$ cat src/rtl/window_scanner_pkg.sv
// window_pkg: shared definitions for the window scanner slice.
//   IMG_SIZE_DEF  default input image side in pixels
//   OUT_SIZE_DEF  derived output image side (IMG_SIZE_DEF - 2)
//   PIX_W         pixel width
//   scan_state_e  scanner FSM states
//   out_size()    output side for a given image side
package window_pkg;

    localparam int unsigned IMG_SIZE_DEF = 256;
    localparam int unsigned OUT_SIZE_DEF = IMG_SIZE_DEF - 2;
    localparam int unsigned PIX_W        = 8;

    typedef enum logic [1:0] {
        ST_IDLE,
        ST_SCAN,
        ST_DRAIN,
        ST_DONE
    } scan_state_e;

    function automatic int unsigned out_size(input int unsigned img_size);
        return img_size - 2;
    endfunction

endpackage

$ cat src/rtl/window_scanner_if.sv
// window_scanner_if: window / output-stage bus of the window scanner.
//   im_addr, win_valid  window top-left address to the image RAM
//   pix_in              filter result for im_addr (combinational return)
//   out_pix, out_addr   registered output pixel and output-image address
//   out_valid/out_ready output handshake
// Modports: master = scanner side, slave = RAM/filter + output writer side.
interface window_scanner_if
    import window_pkg::*;
#(
    parameter int unsigned ADDR_W = 16
);

    logic [ADDR_W-1:0] im_addr;
    logic              win_valid;
    logic [PIX_W-1:0]  pix_in;
    logic [PIX_W-1:0]  out_pix;
    logic [ADDR_W-1:0] out_addr;
    logic              out_valid;
    logic              out_ready;

    modport master (
        output im_addr, win_valid, out_pix, out_addr, out_valid,
        input  pix_in, out_ready
    );

    modport slave (
        input  im_addr, win_valid, out_pix, out_addr, out_valid,
        output pix_in, out_ready
    );

endinterface

$ cat src/rtl/window_scanner_raster_counter.sv
// raster_counter: row/column window counters with incremental address
// generation for the window scanner.
//   clk, rst     clock, asynchronous active-high reset
//   clear_i      return to window (0,0)
//   step_i       advance to the next window in row-major order
//   im_addr_o    r*IMG_SIZE + c of the current window
//   out_addr_o   r*(IMG_SIZE-2) + c of the current window
//   last_o       current window is the last one of the frame
module raster_counter
    import window_pkg::*;
#(
    parameter int unsigned IMG_SIZE = IMG_SIZE_DEF,
    parameter int unsigned ADDR_W   = 16
) (
    input  logic              clk,
    input  logic              rst,
    input  logic              clear_i,
    input  logic              step_i,
    output logic [ADDR_W-1:0] im_addr_o,
    output logic [ADDR_W-1:0] out_addr_o,
    output logic              last_o
);

    localparam int unsigned   CW   = $clog2(IMG_SIZE);
    localparam logic [CW-1:0] LAST = CW'(IMG_SIZE - 3);

    logic [CW-1:0]     r_q, r_d, c_q, c_d;
    logic [ADDR_W-1:0] im_q, im_d, oa_q, oa_d;

    always_comb begin
        r_d  = r_q;
        c_d  = c_q;
        im_d = im_q;
        oa_d = oa_q;
        if (clear_i) begin
            r_d  = '0;
            c_d  = '0;
            im_d = '0;
            oa_d = '0;
        end else if (step_i) begin
            // Output image is dense, so its address always steps by one.
            oa_d = oa_q + ADDR_W'(1);
            if (c_q == LAST) begin
                c_d  = '0;
                r_d  = r_q + CW'(1);
                // Skip the two right-border columns to reach (r+1, 0).
                im_d = im_q + ADDR_W'(3);
            end else begin
                c_d  = c_q + CW'(1);
                im_d = im_q + ADDR_W'(1);
            end
        end
    end

    always_ff @(posedge clk or posedge rst) begin
        if (rst) begin
            r_q  <= '0;
            c_q  <= '0;
            im_q <= '0;
            oa_q <= '0;
        end else begin
            r_q  <= r_d;
            c_q  <= c_d;
            im_q <= im_d;
            oa_q <= oa_d;
        end
    end

    assign im_addr_o  = im_q;
    assign out_addr_o = oa_q;
    assign last_o     = (r_q == LAST) && (c_q == LAST);

endmodule

$ cat src/rtl/window_scanner.sv
// window_scanner: raster initiator for the 3x3 convolution datapath. Walks
// every valid window of an IMG_SIZE x IMG_SIZE image, registers the filter
// result into a valid/ready output stage tagged with its output address.
//   clk, rst    clock, asynchronous active-high reset
//   start       begin a frame (sampled in IDLE only)
//   busy        frame in progress (SCAN or DRAIN)
//   done        one-cycle pulse after the final output handshake
//   bus         window_scanner_if master: im_addr/win_valid/pix_in and
//               out_pix/out_addr/out_valid/out_ready
//   stall_cnt   cycles with out_valid && !out_ready (saturating); present
//               only when SCANNER_STALL_CNT_EN is defined
module window_scanner
    import window_pkg::*;
#(
    parameter int unsigned IMG_SIZE = IMG_SIZE_DEF,
    parameter int unsigned ADDR_W   = 16
) (
    input  logic             clk,
    input  logic             rst,
    input  logic             start,
    output logic             busy,
    output logic             done,
    window_scanner_if.master bus
`ifdef SCANNER_STALL_CNT_EN
    ,
    output logic [31:0]      stall_cnt
`endif
);

    scan_state_e       state_q;
    logic              busy_q, done_q, win_valid_q, out_valid_q;
    logic [PIX_W-1:0]  out_pix_q;
    logic [ADDR_W-1:0] out_addr_q, cnt_im_addr, cnt_out_addr;
    logic              cnt_last, launch, advance;

    assign launch  = (state_q == ST_IDLE) && start;
    // The window only moves when the output stage is empty or draining now.
    assign advance = (state_q == ST_SCAN) && (!out_valid_q || bus.out_ready);

    raster_counter #(
        .IMG_SIZE (IMG_SIZE),
        .ADDR_W   (ADDR_W)
    ) u_raster (
        .clk        (clk),
        .rst        (rst),
        .clear_i    (launch),
        .step_i     (advance),
        .im_addr_o  (cnt_im_addr),
        .out_addr_o (cnt_out_addr),
        .last_o     (cnt_last)
    );

    always_ff @(posedge clk or posedge rst) begin
        if (rst) begin
            state_q     <= ST_IDLE;
            busy_q      <= 1'b0;
            done_q      <= 1'b0;
            win_valid_q <= 1'b0;
            out_valid_q <= 1'b0;
            out_pix_q   <= '0;
            out_addr_q  <= '0;
        end else begin
            done_q <= 1'b0;
            case (state_q)
                ST_IDLE: begin
                    if (start) begin
                        state_q     <= ST_SCAN;
                        busy_q      <= 1'b1;
                        win_valid_q <= 1'b1;
                    end
                end
                ST_SCAN: begin
                    // A capture here always refills the stage, so a same-cycle
                    // handshake leaves out_valid set with the new data.
                    if (advance) begin
                        out_pix_q   <= bus.pix_in;
                        out_addr_q  <= cnt_out_addr;
                        out_valid_q <= 1'b1;
                        if (cnt_last) begin
                            state_q     <= ST_DRAIN;
                            win_valid_q <= 1'b0;
                        end
                    end
                end
                ST_DRAIN: begin
                    if (out_valid_q && bus.out_ready) begin
                        out_valid_q <= 1'b0;
                        busy_q      <= 1'b0;
                        done_q      <= 1'b1;
                        state_q     <= ST_DONE;
                    end
                end
                ST_DONE: begin
                    state_q <= ST_IDLE;
                end
                default: begin
                    state_q <= ST_IDLE;
                end
            endcase
        end
    end

`ifdef SCANNER_STALL_CNT_EN
    logic [31:0] stall_q;

    always_ff @(posedge clk or posedge rst) begin
        if (rst) begin
            stall_q <= '0;
        end else if (launch) begin
            stall_q <= '0;
        end else if (out_valid_q && !bus.out_ready && (stall_q != '1)) begin
            stall_q <= stall_q + 32'd1;
        end
    end

    assign stall_cnt = stall_q;
`endif

    assign busy          = busy_q;
    assign done          = done_q;
    assign bus.im_addr   = cnt_im_addr;
    assign bus.win_valid = win_valid_q;
    assign bus.out_pix   = out_pix_q;
    assign bus.out_addr  = out_addr_q;
    assign bus.out_valid = out_valid_q;

endmodule

$ cat src/flat_wrapper.sv
// flat-port wrapper written by rule: the top's interface ports become plain ports
module window_scanner_flat import window_pkg::*;
#(
    parameter int unsigned IMG_SIZE = IMG_SIZE_DEF,
    parameter int unsigned ADDR_W   = 16
)
  (clk, rst, start, busy, done, bus_im_addr, bus_win_valid, bus_out_pix, bus_out_addr, bus_out_valid, bus_pix_in, bus_out_ready);
  window_scanner_if #(.ADDR_W(ADDR_W)) bus_i ();
  input  logic clk;
  input  logic rst;
  input  logic start;
  output logic busy;
  output logic done;
  output wire logic [$bits(bus_i.im_addr)-1:0] bus_im_addr;
  output wire logic [$bits(bus_i.win_valid)-1:0] bus_win_valid;
  output wire logic [$bits(bus_i.out_pix)-1:0] bus_out_pix;
  output wire logic [$bits(bus_i.out_addr)-1:0] bus_out_addr;
  output wire logic [$bits(bus_i.out_valid)-1:0] bus_out_valid;
  input wire logic [$bits(bus_i.pix_in)-1:0] bus_pix_in;
  input wire logic [$bits(bus_i.out_ready)-1:0] bus_out_ready;
  assign bus_im_addr = bus_i.im_addr;
  assign bus_win_valid = bus_i.win_valid;
  assign bus_out_pix = bus_i.out_pix;
  assign bus_out_addr = bus_i.out_addr;
  assign bus_out_valid = bus_i.out_valid;
  assign bus_i.pix_in = bus_pix_in;
  assign bus_i.out_ready = bus_out_ready;
  window_scanner #(.IMG_SIZE(IMG_SIZE), .ADDR_W(ADDR_W)) u_core (.clk(clk), .rst(rst), .start(start), .busy(busy), .done(done), .bus(bus_i));
endmodule
$ cat config.mk
export PLATFORM = sky130hd
export DESIGN_NAME = window_scanner_flat
export DESIGN_NICKNAME = d
export VERILOG_FILES = /design/src/rtl/window_scanner_pkg.sv /design/src/rtl/window_scanner_if.sv /design/src/rtl/window_scanner_raster_counter.sv /design/src/rtl/window_scanner.sv /design/src/flat_wrapper.sv
export SDC_FILE = /design/constraint.sdc
export NUM_CORES = 1
export LEC_CHECK = 0
export BUFFER_PORTS_ARGS = -buffer_cell sky130_fd_sc_hd__buf_2
export CAP_MARGIN = 25
export CORE_ASPECT_RATIO = 0.5
export CORE_MARGIN = 4
export CORE_UTILIZATION = 40
export CTS_BUF_LIST = sky130_fd_sc_hd__clkbuf_8
export DETAILED_ROUTE_END_ITERATION = 10
export GPL_TIMING_DRIVEN = 0
export MAX_ROUTING_LAYER = met4
export PLACE_DENSITY = 0.59
export SLEW_MARGIN = 5
export SYNTH_ARGS = -nofsm -noshare
export SYNTH_HDL_FRONTEND = slang
export SYNTH_SLANG_ARGS = --single-unit
$ cat constraint.sdc
create_clock -name clk -period 8.1 [get_ports clk]
set_clock_uncertainty 0.15 [all_clocks]
set_input_delay 0.405 -clock clk [delete_from_list [all_inputs] [get_ports clk]]
set_output_delay 0.405 -clock clk [all_outputs]
set_load 0.02 [all_outputs]
# Word-level counts from Yosys, hierarchy flattened
# Index checks and enable logic that the tools add are counted.
dict set report totals {
  elab_cells 69
  input_bits 12
  reg_bits 78
}
dict set report op_classes {
  n_reduce_logical 18
  n_mux 26
  eq_ne 9
  add_sub_neg 5
}
# op n
set op_table {}
lappend op_table {{16-bit 2-to-1 mux} 5}
lappend op_table {{8-bit 2-to-1 mux} 6}
lappend op_table {{16-bit by 1-bit adder with 16-bit output (second input constant)} 2}
lappend op_table {{16-bit by 2-bit adder with 16-bit output (second input constant)} 1}
lappend op_table {{8-bit by 1-bit adder with 8-bit output (second input constant)} 2}
lappend op_table {{8-bit == test (second input constant)} 2}
lappend op_table {{2-bit nonzero test} 5}
lappend op_table {{2-bit 2-to-1 mux} 4}
lappend op_table {{2-bit case mux with 4 select lines} 1}
lappend op_table {{4-bit AND reduction} 2}
lappend op_table {{1-bit 2-to-1 mux} 7}
lappend op_table {{2-bit by 1-bit inequality test with 1-bit output (second input constant)} 3}
lappend op_table {{1-bit case mux with 2 select lines} 3}
lappend op_table {{3-bit AND reduction} 2}
lappend op_table {{2-bit == test (second input constant)} 2}
lappend op_table {{1-bit logical AND} 4}
lappend op_table {{2-bit AND reduction} 2}
lappend op_table {{2-bit by 1-bit == test with 1-bit output (second input constant)} 1}
lappend op_table {{2-bit logical NOT} 1}
lappend op_table {{2-bit inequality test (second input constant)} 1}
lappend op_table {{1-bit logical NOT} 1}
lappend op_table {{1-bit logical OR} 1}

# Longest topological paths before layout
dict set report depth {
  depth_word 5
  mapped_depth 11
  ltp_nobuf 10
}

# Hierarchy
# From an unflattened synthesis, not the netlist that was laid out.
dict set report hier_totals {
  cells_unflattened 340
  hier_area_um2 3823.7
}
# module n_inst area_per_inst_um2 cells_per_inst
set by_module_without_submodules {}
lappend by_module_without_submodules {raster_counter 1 2452.4 248}
lappend by_module_without_submodules {window_scanner 1 1371.3 92}

# Worst setup path before layout
# No wires, ideal clock.
dict set report synth_path {
  kind {flip-flop to flip-flop}
  startpoint {register u_core.u_raster.c_q[0]}
  endpoint {register u_core.u_raster.im_q[11], in the netlist u_core.u_raster.im_addr_o[11]}
  path_slack_ns 5.317
  synth_period_minus_slack_ns 2.783
  arrival_time_ns 2.555
  path_stages_with_launch 11
  t_required_ns 7.872
  cell_sequence {dfrtp_1 > ha_1 > and3_1 > buf_2 > nand2_1 > inv_1 > ha_1 > a21oi_1 > or3_4 > or4_1 > a21oi_1}
}
dict set report synth_between {
  elab_chain_cells 4
}
# element line_no
set synth_lines {}
lappend synth_lines {{from (decl)} window_scanner_raster_counter.sv:27} ;# logic [CW-1:0] r_q, r_d, c_q, c_d;
lappend synth_lines {{from (signal assigned)} window_scanner_raster_counter.sv:58} ;# c_q <= '0;
lappend synth_lines {{from (signal assigned)} window_scanner_raster_counter.sv:63} ;# c_q <= c_d;
lappend synth_lines {{8-bit == test} window_scanner_raster_counter.sv:43} ;# if (c_q == LAST) begin
lappend synth_lines {{16-bit 2-to-1 mux} window_scanner_raster_counter.sv:43}
lappend synth_lines {{16-bit 2-to-1 mux} window_scanner_raster_counter.sv:40} ;# end else if (step_i) begin
lappend synth_lines {{16-bit 2-to-1 mux} window_scanner_raster_counter.sv:35} ;# if (clear_i) begin
lappend synth_lines {{to (signal assigned)} window_scanner_raster_counter.sv:64} ;# im_q <= im_d;
lappend synth_lines {{to (decl)} window_scanner_raster_counter.sv:28} ;# logic [ADDR_W-1:0] im_q, im_d, oa_q, oa_d;
# Every way passes these cells. The select of a mux whose other input is x is not followed.
# A chain may end at the register's enable or synchronous reset.

# Final worst setup path
# Same ends and word-level chain as after synthesis.

==> summary.txt <==
Crit path max-delay cell type: or4_1
Synth cell types: 43
Syn Area/Cell: 9.466 µm²
Core area: 9009 µm²
Count leader, synth: nand2_1
Clock buffer depth: 2
Hold Path End: u_core.bus.out_pix[7]
Post_cts resized: 0
Hold Path Depth: 3
Max Cap Viol: 0
Slew Viols, Final: 0
EDFF count, synth: 0
Largest net degree at the start of global routing: 59
Async SR Flop Fraction: 100.0%
CP max FO: 8
Via count: 3133
Initial core utilization: 42.56%
Clock root buffer: clkbuf_8
IO Count: 56
Clock power frac: 26.5%
PD cells: 230.7 nW/µm²
Max incr delay on CP: 0.51 ns
Slew @ Worst Pin: 0.8446 ns
Gr usage total: 17.41%
Seq/Total Area, Yosys: 50.91%
Share of cells above drive strength 1: 17.99%
Antenna cells: 0
First-pass GRT wire length: 15.28 mm
Endpoints failing hold: 0
Max VDD drop: 139.3 µV
TritonCTS Buffers: 9
Critical Path AT: 3.18 ns
Final worst-path cycle share: 37.60%
Share of the synthesized area in the top cell type: 50.91%
CTS clk-pin slew, worst paths: 0.09 ns
Critical path cell sequence: ha_1 -> and3_1 -> buf_2 -> nand2_1 -> inv_1 -> ha_1 -> a21oi_1 -> or3_4 -> or4_1 -> a21oi_1
Type of origin of the critical path: flip-flop
Routed WL: 8.941 mm
Syn_nets: 427
FF-to-FF End: u_core.u_raster.im_addr_o[11]
Status: finished clean
Post-Syn Instances: 405
Hpwl dp: 6.364 mm
Switching power: 0.3691 mW
Num Clock Sinks: 78
Fmax achieved: 328.3 MHz
Routed Antenna Nets: 0
Ys Warns: 0
Die ar.: 11310 µm²
Synthesized cell area: 3834 µm²
Vias in the first global route: 2893
R2r startpoint: u_core.u_raster.c_q[0]
Setup-failing EPs final: 0
Min-Delay Path Class: in2reg
Nets: 495
Largest cells by area after synthesis: dfrtp_1, nand2_1, a21oi_1
Comb power frac: 23.0%
Lkg Pwr: 2.122 nW
DRC: 0
Worst slew margin: 43.49%
Worst setup path class: reg2reg
Sw Ratio: 35.71%
Buffers on Ports: 55
Die Wd: 146.5 µm
TritonCTS clock tree: done
Critical path capture point type: flip-flop
R2R Setup Slk: 5.05 ns
Via density: 5.266
Initial antenna violation count: 0
Top FF cell, synth: dfrtp_1
Synth area leader: dfrtp_1
Post-Layout Cell Count: 595
TNS Setup: 0 ns
Power Internal: 0.6645 mW
Yosys reg bits: 78
Die height: 77.23 µm
Clock Latency Late Sink: 0.36 ns
Crit path required time: 8.23 ns
Overflow left after global routing: 0
Worst hold path startpoint: bus_pix_in[7]
Layout fillers: 861
Layout area overhead: 16.87%
Initial DRC Count: 139
CTS H-tree lvls: 3
Post-CTS Setup Bufs: 0
Post-synth top cells: nand2_1, dfrtp_1, a21oi_1
R2R depth: 10
Drt first pass iters: 5
Drt wl/cell: 15.03 µm
DP Cell Count: 578
Final GP Congestion: 0.7623
Final min period: 3.046 ns
RSZ-0062 raised after global routing: false
Sequential Power Share: 50.5%
# rows: 24
Count of hold buffers inserted by post-cts repair: 1
-- critical path: cells and delay by family (launching register included) --
family | cells | cell delay [ns]
buf+inv | 2 | 0.25
flops | 1 | 0.48
fa+ha+maj | 2 | 0.53
compound gates | 2 | 0.27
simple gates | 4 | 1.28
-- power groups by stage --
stage               logic (mW)  clock network, mW  registers (mW)
CTS                      0.241              0.284           0.523
global placement         0.233                  0           0.530
finish                   0.237              0.274           0.522
detailed placement       0.240                  0           0.529
global route             0.268              0.300           0.535
floorplan                0.129                  0           0.555
-- flip-flops by register name, indices dropped and copies added, names as in the netlist --
signal and flops:
u_core.bus.out_pix 8, u_core.bus.out_addr 16, u_core.busy 1, u_core.bus.out_valid 1
u_core.u_raster.im_addr_o 16, u_core.u_raster.out_addr_o 16, u_core.bus.win_valid 1, u_core.state_q 2
u_core.u_raster.r_q 8, u_core.done 1, u_core.u_raster.c_q 8
-- layer usage --
metal  GRT usage [%]  vias to the layer above  routed length (µm)
li1                -                     1556                   -
met1           26.01                     1495                4814
met2           23.19                       73                3529
met3           4.829                        9                 514
met4           3.940                        0                  82
met5               -                        -                   0
-- worst max-delay path by stage --
stage                                 startpoint                       endpoint  slack [ns]  depth (start not counted)
after floorplan           u_core.u_raster.c_q[0]  u_core.u_raster.im_addr_o[11]        5.32                         10
after global placement                       rst         u_core.bus.out_addr[2]        4.47                          2
after detailed placement  u_core.u_raster.c_q[0]  u_core.u_raster.im_addr_o[15]        5.09                         10
after CTS                 u_core.u_raster.c_q[1]  u_core.u_raster.im_addr_o[11]        5.07                         11
after global routing      u_core.u_raster.c_q[1]  u_core.u_raster.im_addr_o[11]        4.77                         11
final                     u_core.u_raster.c_q[0]  u_core.u_raster.im_addr_o[11]        5.05                         10
-- layout make-up --
cell class | instances | area (µm²) | area share (%)
Clock buffer | 10 | 137.6 | 3.072
Multi-Input combinational cell | 293 | 1735 | 38.73
Inverter | 15 | 58.81 | 1.312
Buffer | 19 | 90.09 | 2.011
Clock inverter | 6 | 47.55 | 1.061
Sequential cell | 78 | 1952 | 43.56
Tap cell | 117 | 146.4 | 3.267
Timing Repair Buffer | 57 | 312.8 | 6.981
-- through the flow --
step,total power [mW],utilization [%],instance area [µm²],hold slack [ns],setup WS (ns)
2_1_floorplan,0.6841,-,3834,0.3029,5.317
3_3_place_gp,0.7629,47.24,4255,0.3033,4.466
3_5_place_dp,0.7691,47.57,4285,0.2383,5.087
4_1_cts,1.047,49.74,4481,0.05705,5.066
5_1_grt,1.102,49.74,4481,0.06657,4.770
6_report,1.034,49.74,4481,0.07818,5.054
-- cells by family after synthesis --
kind of cell	count (synthesis)	synth area share [%]
compound gates	72	10.93
flops	78	50.91
xor+xnor	16	3.655
fa+ha+maj	10	3.460
mux	4	1.077
buf+inv	34	3.818
simple gates	191	26.14
-- cell usage in the layout, fill, tap and decap left out, types with 6 or more instances in the layout --
master,n
a21oi_1,34
and3_1,7
and4_1,6
buf_2,58
clkbuf_1,12
clkbuf_8,10
dfrtp_1,78
ha_1,9
inv_1,14
nand2_1,89
nand3_1,14
nand4_1,12
nor2_1,19
o21ai_0,17
o31ai_1,14
or3_1,9
or4_1,12
xnor2_1,8
xor2_1,8
Note: power is estimated with default switching activity, not from simulation.
